## src/rtl/router_pkt_writer.sv

```systemverilog
// Router packet writer: parses header/payload/parity bytes and writes FIFO words.
// Ports: clock, resetn (async low); pkt_valid, data_in in; fifo_full/empty flags
//        in; busy, write_enb (one-hot), fifo_data {byte,hdr}, err, drop out.
module router_pkt_writer #(
    parameter int WIDTH = 8
) (
    input  logic             clock,
    input  logic             resetn,
    input  logic             pkt_valid,
    input  logic [WIDTH-1:0] data_in,
    input  logic [2:0]       fifo_full,
    input  logic [2:0]       fifo_empty,
    output logic             busy,
    output logic [2:0]       write_enb,
    output logic [WIDTH:0]   fifo_data,
    output logic             err,
    output logic             drop
);

    typedef enum logic [2:0] {
        IDLE,
        WAIT_EMPTY,
        PAYLOAD,
        PARITY,
        CHECK
    } state_t;

    state_t           state_q, state_d;
    logic [1:0]       addr_q;
    logic [5:0]       cnt_q;
    logic [WIDTH-1:0] par_q;
    logic [WIDTH-1:0] rx_q;

    logic [1:0] hdr_addr;
    logic [5:0] hdr_len;
    logic [1:0] byte_addr;
    logic       hold;
    logic       hdr_blocked;
    logic       accept;

    assign hdr_addr  = data_in[1:0];
    assign hdr_len   = data_in[7:2];
    assign byte_addr = (state_q == IDLE) ? hdr_addr : addr_q;

    // Output word still waiting on a full FIFO: one-word skid.
    assign hold = |(write_enb & fifo_full);

    // Header for a non-empty destination must wait; address 3 is never blocked.
    assign hdr_blocked = pkt_valid && (hdr_addr != 2'd3)
                         && !fifo_empty[hdr_addr];

    assign busy = hold
                  || (state_q == WAIT_EMPTY)
                  || (state_q == CHECK)
                  || ((state_q == IDLE) && hdr_blocked);

    assign accept = pkt_valid && !busy
                    && ((state_q == IDLE) || (state_q == PAYLOAD)
                        || (state_q == PARITY));

    always_ff @(posedge clock or negedge resetn) begin
        if (!resetn) begin
            state_q <= IDLE;
        end else begin
            state_q <= state_d;
        end
    end

    always_comb begin
        state_d = state_q;
        unique case (state_q)
            IDLE: begin
                if (hdr_blocked) begin
                    state_d = WAIT_EMPTY;
                end else if (accept) begin
                    state_d = (hdr_len == 6'd0) ? PARITY : PAYLOAD;
                end
            end
            WAIT_EMPTY: begin
                if (fifo_empty[addr_q]) begin
                    state_d = IDLE;
                end
            end
            PAYLOAD: begin
                if (accept && (cnt_q == 6'd1)) begin
                    state_d = PARITY;
                end
            end
            PARITY: begin
                if (accept) begin
                    state_d = CHECK;
                end
            end
            CHECK: begin
                state_d = IDLE;
            end
            default: begin
                state_d = IDLE;
            end
        endcase
    end

    always_ff @(posedge clock or negedge resetn) begin
        if (!resetn) begin
            addr_q    <= 2'd0;
            cnt_q     <= 6'd0;
            par_q     <= '0;
            rx_q      <= '0;
            err       <= 1'b0;
            drop      <= 1'b0;
            write_enb <= 3'b000;
            fifo_data <= '0;
        end else begin
            drop <= 1'b0;

            if ((state_q == IDLE) && hdr_blocked) begin
                addr_q <= hdr_addr;
            end

            if (accept) begin
                case (state_q)
                    IDLE: begin
                        addr_q <= hdr_addr;
                        cnt_q  <= hdr_len;
                        par_q  <= data_in;
                    end
                    PAYLOAD: begin
                        cnt_q <= cnt_q - 6'd1;
                        par_q <= par_q ^ data_in;
                    end
                    PARITY: begin
                        rx_q <= data_in;
                        drop <= (addr_q == 2'd3);
                    end
                    default: begin
                    end
                endcase
            end

            // Discarded packets leave the previous verdict untouched.
            if ((state_q == CHECK) && (addr_q != 2'd3)) begin
                err <= (rx_q != par_q);
            end

            if (accept && (byte_addr != 2'd3)) begin
                write_enb <= 3'b001 << byte_addr;
                fifo_data <= {data_in, (state_q == IDLE)};
            end else if (!hold) begin
                write_enb <= 3'b000;
            end
        end
    end

endmodule

```

## config.mk

```make
export PLATFORM = sky130hd
export DESIGN_NAME = router_pkt_writer
export DESIGN_NICKNAME = d
export VERILOG_FILES = /design/src/rtl/router_pkt_writer.sv
export SDC_FILE = /design/constraint.sdc
export NUM_CORES = 1
export LEC_CHECK = 0
export ABC_AREA = 1
export BUFFER_PORTS_ARGS = -buffer_cell sky130_fd_sc_hd__buf_2
export CAP_MARGIN = 20
export CORE_MARGIN = 8
export CORE_UTILIZATION = 50
export CTS_BUF_LIST = sky130_fd_sc_hd__clkbuf_4
export CTS_CLUSTER_DIAMETER = 50
export CTS_CLUSTER_SIZE = 10
export DETAILED_ROUTE_END_ITERATION = 8
export GPL_ROUTABILITY_DRIVEN = 0
export PLACE_DENSITY = 0.71
export SETUP_SLACK_MARGIN = 0.15
export SYNTH_ARGS = -nofsm -noshare
export SYNTH_HDL_FRONTEND = slang
export SYNTH_SLANG_ARGS = --single-unit
```

## constraint.sdc

```tcl
create_clock -name clock -period 4.4 [get_ports clock]
set_input_delay 0.88 -clock clock [delete_from_list [all_inputs] [get_ports clock]]
set_output_delay 0.88 -clock clock [all_outputs]
set_load 0.05 [all_outputs]
```

=== Yosys cells after proc, flatten, opt, wreduce, memory -nomap -nowiden ===
Index checks and enable logic that the tools add are counted.

* Input port bits: 17
* Memories kept: 0
* Bits in writable memories: 0
* Latch bits: 0
* Register bits after elaboration: 41
* Bits in read-only memories: 0

* Equality and inequality tests: 15
* Shifts and indexed selects: 1
* Add/subtract/negate cells: 1
* Reduce and logical (&&, ||, !) cells: 22
* $mul: 0
* Bitwise gates (word level): 2
* $lt $le $gt $ge: 2
* Multiplexer cells: 21
* Div/mod/pow operators: 0

{| class="wikitable"
|+ Operators by type and width
! operator !! number
|-
| 3-bit 2-to-1 mux || 7
|-
| 8-bit one-hot mux with 2 select lines || 1
|-
| 3-bit one-hot mux with 4 select lines || 1
|-
| 6-bit one-hot mux with 2 select lines || 1
|-
| 1-bit logical AND || 8
|-
| 2-bit 2-to-1 mux || 4
|-
| 2-bit inequality test (second input constant) || 4
|-
| 8-bit inequality test || 1
|-
| 8-bit XOR || 1
|-
| 3-bit by 2-bit == test with 1-bit output (second input constant) || 2
|-
| 6-bit by 1-bit == test with 1-bit output (second input constant) || 1
|-
| 6-bit zero test || 1
|-
| 2-bit by 3-bit less-than comparator with 1-bit output (second input constant) || 2
|-
| 2-bit by 1-bit inequality test with 1-bit output (second input constant) || 3
|-
| 6-bit by 1-bit subtractor with 6-bit output (second input constant) || 1
|-
| 1-bit logical OR || 5
|-
| 1-bit 2-to-1 mux || 5
|-
| 1-bit binary-select mux with 2-bit select || 2
|-
| 2-bit AND reduction || 2
|-
| 4-bit AND reduction || 1
|-
| 3-bit bitwise AND || 1
|-
| 3-bit by 1-bit == test with 1-bit output (second input constant) || 1
|-
| 3-bit == test (second input constant) || 1
|-
| 3-bit zero test || 1
|-
| 6 further kinds || 7
|}

=== Depth between registers and ports, before layout ===
Gate-level depths: netlist of run 1.

* Word-level depth: 12
* Mapped depth: 13
* Mapped depth without buffers: 13

=== Worst setup path before layout of run 1 ===
Ideal clock, no wire load.

* Kind: in2out
* Start: input port data_in[1]
* End: output port busy
* Required time: 3520 ps
* Cell stages on the path: 5
* Data arrival time: 1679 ps
* Slack: 1841 ps
* Cell sequence: inv_1 nand3_1 nand2_1 nand3_4 nand2_1

* Longest elaborated chain between the ends: 6

{| class="wikitable"
|+ RTL lines
! element !! line !! RTL
|-
| start, declared || 10 || <nowiki>input logic [WIDTH-1:0] data_in,</nowiki>
|-
| 1-bit binary-select mux with 2-bit select || 50 || <nowiki>&& !fifo_empty[hdr_addr];</nowiki>
|-
| 1-bit 2-to-1 mux (implied by the code) || 50 ||
|-
| 1-bit zero test || 50 ||
|-
| 1-bit logical AND (*) || 50 ||
|-
| 1-bit logical AND (*) || 55 || <nowiki>|| ((state_q == IDLE) && hdr_blocked);</nowiki>
|-
| 1-bit logical OR (*) || 55 ||
|-
| end, declared || 13 || <nowiki>output logic busy,</nowiki>
|}

Every way passes the cells marked *; elsewhere a longest branch is shown, timed or not. The select of a mux whose other input is x is not followed.

=== Worst setup path after layout of run 1 ===
Same ends and word-level chain as after synthesis.

==> results of run 1 <==
cells in the mapped netlist:
library cell	number
a21boi_0	2
a21oi_1	1
and3_1	1
buf_12	1
buf_2	1
buf_4	1
buf_6	2
clkbuf_1	1
dfrtp_1	41
ha_1	2
inv_1	18
inv_2	4
nand2_1	73
nand2_2	6
nand2_4	3
nand3_1	11
nand3_4	2
nand3b_1	1
nand4_1	1
nand4_2	1
nor2_1	10
nor2_4	4
nor3_1	2
nor4_1	2
o21a_1	7
o21ai_0	17
o21ai_2	16
o21bai_1	1
o311ai_0	1
o31ai_1	1
xnor2_1	2
xor2_1	17
how the worst max path moves through the flow:
stage / slack, ns / endpoint / from
after floorplan: 1.84 / busy / data_in[1]
final: 1.69 / busy / data_in[1]
after global placement: 1.70 / busy / data_in[1]
after global routing: 1.58 / busy / data_in[1]
after CTS: 1.69 / busy / data_in[1]
after detailed placement: 1.69 / busy / data_in[1]
worst min-delay path, cell delays in order, from the launching register on:
cell and delay, ns:
dfrtp_1 0.36, nand2_1 0.06, o21ai_2 0.05
area by class of cell:
class                   count  area, um2
clock buffers               5       37.5
clock inverters             3       68.8
fillers                   384       1830
inverters                  22       82.6
multi-input cells         184       1090
flip-flops and latches     41       1030
well taps                  52       65.1
repair buffers             31        155
where the power goes:
| part | switching, mW | leakage, nW | internal (mW) | total (mW) |
|---|---|---|---|---|
| logic | 0.729 | 0.661 | 0.342 | 1.07 |
| registers | 0.129 | 0.506 | 0.551 | 0.680 |
| clock network | 0.134 | 0.0558 | 0.179 | 0.313 |
| total | 0.992 | 1.22 | 1.07 | 2.06 |
through the flow:
stage	setup slack, ns	power, mW	cell area, um2	util, %
2_1_floorplan	1.84	1.59	2250	-
3_3_place_gp	1.70	1.75	2410	55.5
3_5_place_dp	1.69	1.77	2410	55.5
4_1_cts	1.69	2.09	2520	57.9
5_1_grt	1.58	2.23	2520	57.9
6_report	1.69	2.06	2520	57.9
per-layer routing:
metal	track usage (%)	up-vias	share of wire (%)
met5	0	-	0
met4	5.75	0	1.4
met3	3.81	8	3.4
met2	23.4	25	49
met1	16.8	814	46
li1	-	879	-
registers in the layout (all words and copies together), names as in the netlist:
name,cells
drop,1
err,1
fifo_data,9
par_q,8
write_enb,3
addr_q,2
rx_q,8
cnt_q,6
state_q,3
cells by family (layout without fill, tap and decap cells):
family / Yosys count / in the layout / share of synthesized area (%)
flops: 41 / 41 / 45.5
xor+xnor: 19 / 19 / 7.38
simple gates: 117 / 117 / 25.4
compound gates: 46 / 46 / 14.3
fa+ha+maj: 2 / 2 / 1.11
buf+inv: 28 / 61 / 6.27
placed cells by master (no fill, tap or decap), drive strengths merged:
master / synthesis / final
nand3: 13 / 13
inv: 22 / 23
o21a: 7 / 7
clkbuf: 1 / 5
o21ai: 33 / 33
o21bai: 1 / 1
xnor2: 2 / 2
nor4: 2 / 2
nand3b: 1 / 1
nor3: 2 / 2
dfrtp: 41 / 41
o311ai: 1 / 1
o31ai: 1 / 1
bufinv: 0 / 2
nand2: 82 / 82
a21oi: 1 / 1
nand4: 2 / 2
buf: 5 / 31
ha: 2 / 2
a21boi: 2 / 2
and3: 1 / 1
nor2: 14 / 14
xor2: 17 / 17
==> out/qor.csv, run 1 <==
stage,metric,value,unit
clock_tree,Sink Count,41,
pwr,Pwr Density,818,nW/um2
job,max-cap viol count,0,
clock_tree,clock slew at reported path FFs,0.14,ns
critical_path,Top Family by Delay on Critical Path,buffers and inverters,
timing,hold_ws,0.495,ns
critical_path,cell depth of the worst flop-to-flop path,8,
synth,post-synth top area cell,dfrtp_1,
timing,Tmin final,2.71,ns
route,initial DRC count,67,
pwr,Max VDD drop,378,uV
worst_hold_path,Hold WC Path Type,flop to flop,
clock_tree,clk_lat worst skew,0.36,ns
synth,synth top area cells,"dfrtp_1, nand2_1, xor2_1",
clock_tree,Post-CTS Setup Bufs,0,
critical_path,Worst Path Buf+Inv,3,
synth,library cells used by synthesis,32,
route,drt first pass iters,4,
critical_path,flop2flop setup slack,2.45,ns
worst_hold_path,worst hold start,fifo_data[5],
route,drt wl/cell,14.0,um
cells_and_area,# diodes,0,
route,Via Count,1726,
synth,area fraction of the dominant cell type after synthesis,45.5,%
global_route,Global Route Usage Sum,14.1,%
synth,Mapped Area,2250,um2
synth,"Seq/Total Area, Yosys",45.5,%
placement,placed cells,330,
synth,syn_nets,272,
floorplan,core area,4350,um2
clock_tree,Num CTS Buffers,5,
timing,period utilization,61.7,%
floorplan,DIE AREA,6910,um2
outcome,status,"complete, no violations",
clock_tree,htree depth,2,
critical_path,CP max stage cell,buf_2,
critical_path,critical path class,primary input to output pin,
timing,# setup viols final,0,
timing,Max Freq,368,MHz
floorplan,Initial Util,51.8,%
route,DRC,0,
clock_tree,CTS tree,done,
route,number of vias per cell,5.11,
timing,Slew @ Worst Pin,0.906,ns
synth,Synth Instances,253,
floorplan,number of placed I/O pins,32,
synth,synthesis warning total,0,
clock_tree,hold-fix buffers at CTS,0,
placement,Port Buffers,31,
placement,Post-DP HPWL,3.56,mm
critical_path,worst r2r src,state_q[1],
worst_hold_path,hold endpoint,fifo_data[5],
timing,Worst Skew,0.0130,ns
timing,setup_tns,0,ns
critical_path,Startpoint Class,primary input,
critical_path,Worst Path Arrival,1.83,ns
synth,"FF+latch count, synth",41,
worst_hold_path,worst hold path depth,2,
global_route,initial antenna violation count,0,
global_route,number of global-route vias before repair,1811,
route,"antenna viol nets, final",0,
clock_tree,CTS root buf,clkbuf_4,
critical_path,Critical Path Stages,7,
clock_tree,CTS Buffer Depth,2,
timing,Slew Limit Fails,0,
clock_tree,CTS resizes,0,
timing,headroom to the max-slew limit,39.6,%
timing,"Hold Vio Cnt, Final",0,
global_route,first-pass GRT wire length,8.23,mm
global_route,largest net degree at the start of global routing,42,
floorplan,die width,83.1,um
critical_path,worst-path maximum fanout,8,
route,"wirelength, routed",4.74,mm
critical_path,r2r endpoint,cnt_q[5],
floorplan,row count,24,
timing,RSZ-0062 raised after global routing,false,
cells_and_area,area grow syn2layout,11.9,%
cells_and_area,final std cells w/o fill,338,
critical_path,worst endpoint required time,3.52,ns
synth,Avg Inst Size Synth,8.91,um2
cells_and_area,share of layout cells above drive strength 1,26.2,%
critical_path,worst stage delay on the critical path,0.26,ns
global_route,total gr overflow,0,
pwr,Static Leak,1.22,nW
critical_path,critical path endpoint category,output pin,
floorplan,Die Y,83.1,um
critical_path,CP cell instances,buf_2 > inv_1 > nand3_1 > nand2_1 > nand3_4 > nand2_1 > buf_2,
cells_and_area,# nets final,304,
Note: power is estimated with default switching activity, not from simulation.
==> run 2, diff against run 1 <==
- ABC_AREA: 1 -> 0
- clock period: 4.4 -> 2.6 ns (I/O delays scaled with it)
==> run 2 against run 1 <==
- design area decreased by 3.1%
- largest cell class unchanged
- worst hold slack got worse by 0.22 ns
- global-route usage increased by 2.0 points
- highest routed layer unchanged
- critical endpoint unchanged
- first-iteration DRC count increased by 15%
- area after synthesis decreased by 4.8%
- clock skew decreased by 0.0032 ns
==> out/qor.csv, run 2 <==
stage,metric,value,unit,change
global_route,gr busiest metal,met2,,unchanged
cells_and_area,max reg flops,9,,unchanged
route,"wirelength, routed",4.84,mm,was 4.74 mm
floorplan,core area,4230,um2,was 4350 um2
pwr,total chip power,3.40,mW,was 2.06 mW
timing,Slew Limit Fails,0,,unchanged
global_route,GR Layer Usage met1,20.4,%,was 16.8%
cells_and_area,final instance area,2440,um2,was 2520 um2
critical_path,worst-path maximum fanout,11,,was 8
critical_path,worst r2r src,write_enb[0],,was state_q[1]
critical_path,CP max stage cell,or3b_2,,was buf_2
critical_path,CP cell instances,buf_2 > or3b_2 > o21ai_2 > a211oi_1 > o21ai_2 > buf_2,,was buf_2 > inv_1 > nand3_1 > nand2_1 > nand3_4 > nand2_1 > buf_2
pwr,Static Leak,1.09,nW,was 1.22 nW
cells_and_area,Post-Route Utilization,57.7,%,was 57.9%
timing,Slew @ Worst Pin,0.901,ns,was 0.906 ns
timing,Tmin final,2.29,ns,
clock_tree,CTS tree,done,,unchanged
synth,Avg Inst Size Synth,10.8,um2,was 8.91 um2
route,initial DRC count,77,,was 67
synth,post-synth top area cell,dfrtp_1,,unchanged
global_route,M3 GR Usage,4.16,%,was 3.81%
floorplan,die width,81.5,um,was 83.1 um
route,Via Count,1663,,was 1726
timing,headroom to the max-slew limit,39.9,%,was 39.6%
clock_tree,CTS Buffer Depth,2,,unchanged
critical_path,flop2flop setup slack,0.52,ns,was 2.45 ns
global_route,M2 GR Usage,25.5,%,was 23.4%
synth,Synth Instances,198,,was 253
route,DRC,0,,unchanged
clock_tree,Num CTS Buffers,5,,unchanged
critical_path,cell depth of the worst flop-to-flop path,6,,was 8
critical_path,critical path endpoint category,output pin,,unchanged
clock_tree,clk_lat worst skew,0.35,ns,was 0.36 ns
route,"antenna viol nets, final",0,,unchanged
synth,"FF+latch count, synth",41,,unchanged
placement,Placed Area,2390,um2,was 2410 um2
cells_and_area,"commonest non-fill, non-tap cell in the layout",dfrtp_1,,was nand2_1
placement,Post-DP HPWL,3.52,mm,was 3.56 mm
timing,Worst Skew,0.00980,ns,was 0.0130 ns
clock_tree,CTS resizes,0,,unchanged
global_route,largest net degree at the start of global routing,42,,unchanged
global_route,total gr overflow,0,,unchanged
cells_and_area,"commonest non-fill, non-tap cells in the layout","dfrtp_1, buf_2, mux2_2",,"was nand2_1, dfrtp_1, buf_2"
synth,synthesis warning total,0,,unchanged
floorplan,Die Y,81.5,um,was 83.1 um
global_route,initial antenna violation count,0,,unchanged
cells_and_area,largest registers,"fifo_data (9), par_q (8), rx_q (8)",,unchanged
synth,ys flop type,dfrtp_1,,unchanged
pwr,Max VDD drop,638,uV,was 378 uV
synth,library cells used by synthesis,42,,was 32
synth,"Seq/Total Area, Yosys",47.8,%,was 45.5%
critical_path,Top Family by Delay on Critical Path,simple AND/OR/NAND/NOR gates,,was buffers and inverters
critical_path,critical path class,primary input to output pin,,unchanged
cells_and_area,# diodes,0,,unchanged
route,drt first pass iters,4,,unchanged
clock_tree,Sink Count,41,,unchanged
route,number of vias per cell,5.79,,was 5.11
global_route,number of global-route vias before repair,1679,,was 1811
cells_and_area,# nets final,253,,was 304
synth,synth top area cells,"dfrtp_1, mux2_2, xnor2_1",,"was dfrtp_1, nand2_1, xor2_1"
critical_path,Crit. Startpoint,data_in[1],,unchanged
route,drt wl/cell,16.9,um,was 14.0 um
timing,RSZ-0062 raised after global routing,false,,unchanged
timing,period utilization,87.9,%,
floorplan,row count,24,,unchanged
critical_path,r2r endpoint,cnt_q[1],,was cnt_q[5]
critical_path,Worst Path Arrival,1.77,ns,was 1.83 ns
timing,Worst Slack Setup Final,0.314,ns,was 1.69 ns
timing,Max Freq,438,MHz,
cells_and_area,# fillers,375,,was 384
cells_and_area,area grow syn2layout,13.9,%,was 11.9%
clock_tree,hold-fix buffers at CTS,0,,unchanged
timing,setup_tns,0,ns,unchanged
floorplan,DIE AREA,6640,um2,was 6910 um2
critical_path,Critical Path Stages,6,,was 7
critical_path,CP endpoint,busy,,unchanged
timing,# setup viols final,0,,unchanged
cells_and_area,most flop-heavy register,fifo_data,,unchanged
synth,Synth top cells by count,"dfrtp_1, mux2_2, nand3_1, o21ai_0, nor2_1",,"was nand2_1, dfrtp_1, inv_1, o21ai_0, xor2_1"
global_route,Global Route Usage Sum,16.1,%,was 14.1%
synth,top-count cell post-synth,dfrtp_1,,was nand2_1
floorplan,number of placed I/O pins,32,,unchanged
synth,Mapped Area,2140,um2,was 2250 um2
cells_and_area,share of layout cells above drive strength 1,33.2,%,was 26.2%
placement,pre-CTS setup slack,0.284,ns,was 1.69 ns
global_route,first-pass GRT wire length,8.24,mm,was 8.23 mm
critical_path,worst stage delay on the critical path,0.50,ns,was 0.26 ns
critical_path,Worst Path Buf+Inv,2,,was 3
critical_path,Startpoint Class,primary input,,unchanged
clock_tree,Post-CTS Setup Bufs,0,,unchanged
timing,"Hold Vio Cnt, Final",0,,unchanged
placement,Port Buffers,31,,unchanged
clock_tree,CTS root buf,clkbuf_4,,unchanged
floorplan,Initial Util,50.7,%,was 51.8%
job,max-cap viol count,0,,unchanged
critical_path,worst endpoint required time,2.08,ns,was 3.52 ns
synth,Post-synth ARST share,100,%,unchanged
outcome,status,"complete, no violations",,unchanged
worst_hold_path,Hold WC Path Type,primary input to async pin,,was flop to flop
synth,"EDFF count, synth",0,,unchanged
clock_tree,htree depth,2,,unchanged
synth,area fraction of the dominant cell type after synthesis,47.8,%,was 45.5%
clock_tree,clock slew at reported path FFs,0.12,ns,was 0.14 ns
synth,syn_nets,217,,was 272
pwr,Pwr Density,1390,nW/um2,was 818 nW/um2
run 2: cell types whose count changed in the layout (fill, tap and decap cells not counted), moves of 5 or more:
cell     previous run  this run
o21ai_2            16         2
buf_4               0         8
inv_1              18         6
o21ai_0            17        10
nand2_2             6         1
nand2_1            73         8
xnor2_1             2         8
xor2_1             17         8
o21a_1              7         1
mux2_2              0        21
run 2: cell families (layout without fill, tap and decap cells):
family | Yosys count | count (layout) | share of synthesized area (%)
compound gates | 39 | 39 | 12.8
xor+xnor | 16 | 16 | 6.53
fa+ha+maj | 2 | 2 | 1.17
buf+inv | 16 | 53 | 2.92
flops | 41 | 41 | 47.8
mux | 24 | 24 | 12.4
simple gates | 60 | 60 | 16.3
run 2: where the power goes:
group | switching (mW) | leakage [nW] | internal [mW]
clock network | 0.205 | 0.0300 | 0.0980
logic | 1.17 | 0.553 | 0.756
registers | 0.215 | 0.503 | 0.947
run 2: metrics by stage:
step / hold slack, ns / cells
floorplan: 0.224 / 198
global placement: 0.464 / 279
detailed placement: 0.486 / 279
CTS: 0.294 / 287
global route: 0.345 / 287
finish: 0.279 / 287
run 2: how the worst min path moves through the flow:
stage | startpoint | end | slack (ns)
final | resetn | par_q[2] | 0.28
after global routing | resetn | cnt_q[2] | 0.34
after CTS | resetn | par_q[2] | 0.29
after detailed placement | err | err | 0.49
after global placement | err | err | 0.46
after floorplan | resetn | addr_q[0] | 0.22
run 2: area by class of cell:
type	instances	area (um2)	area share (%)
multi-input cells	141	1060	43.5
repair buffers	39	215	8.81
inverters	6	22.5	0.922
well taps	52	65.1	2.66
clock inverters	3	12.5	0.512
flip-flops and latches	41	1030	42.0
clock buffers	5	37.5	1.54
run 2: worst reg2reg max path, stage by stage, from the launching register on:
cell and delay, ns:
dfrtp_1 0.42, a222oi_1 0.48, buf_4 0.23, and2_2 0.16, buf_4 0.21, nand2_1 0.17, mux2_2 0.31
run 2: layer usage:
metal	vias to the layer above	routed length (um)
li1	803	-
met1	826	2240
met2	27	2370
met3	7	155
met4	0	76
met5	-	0
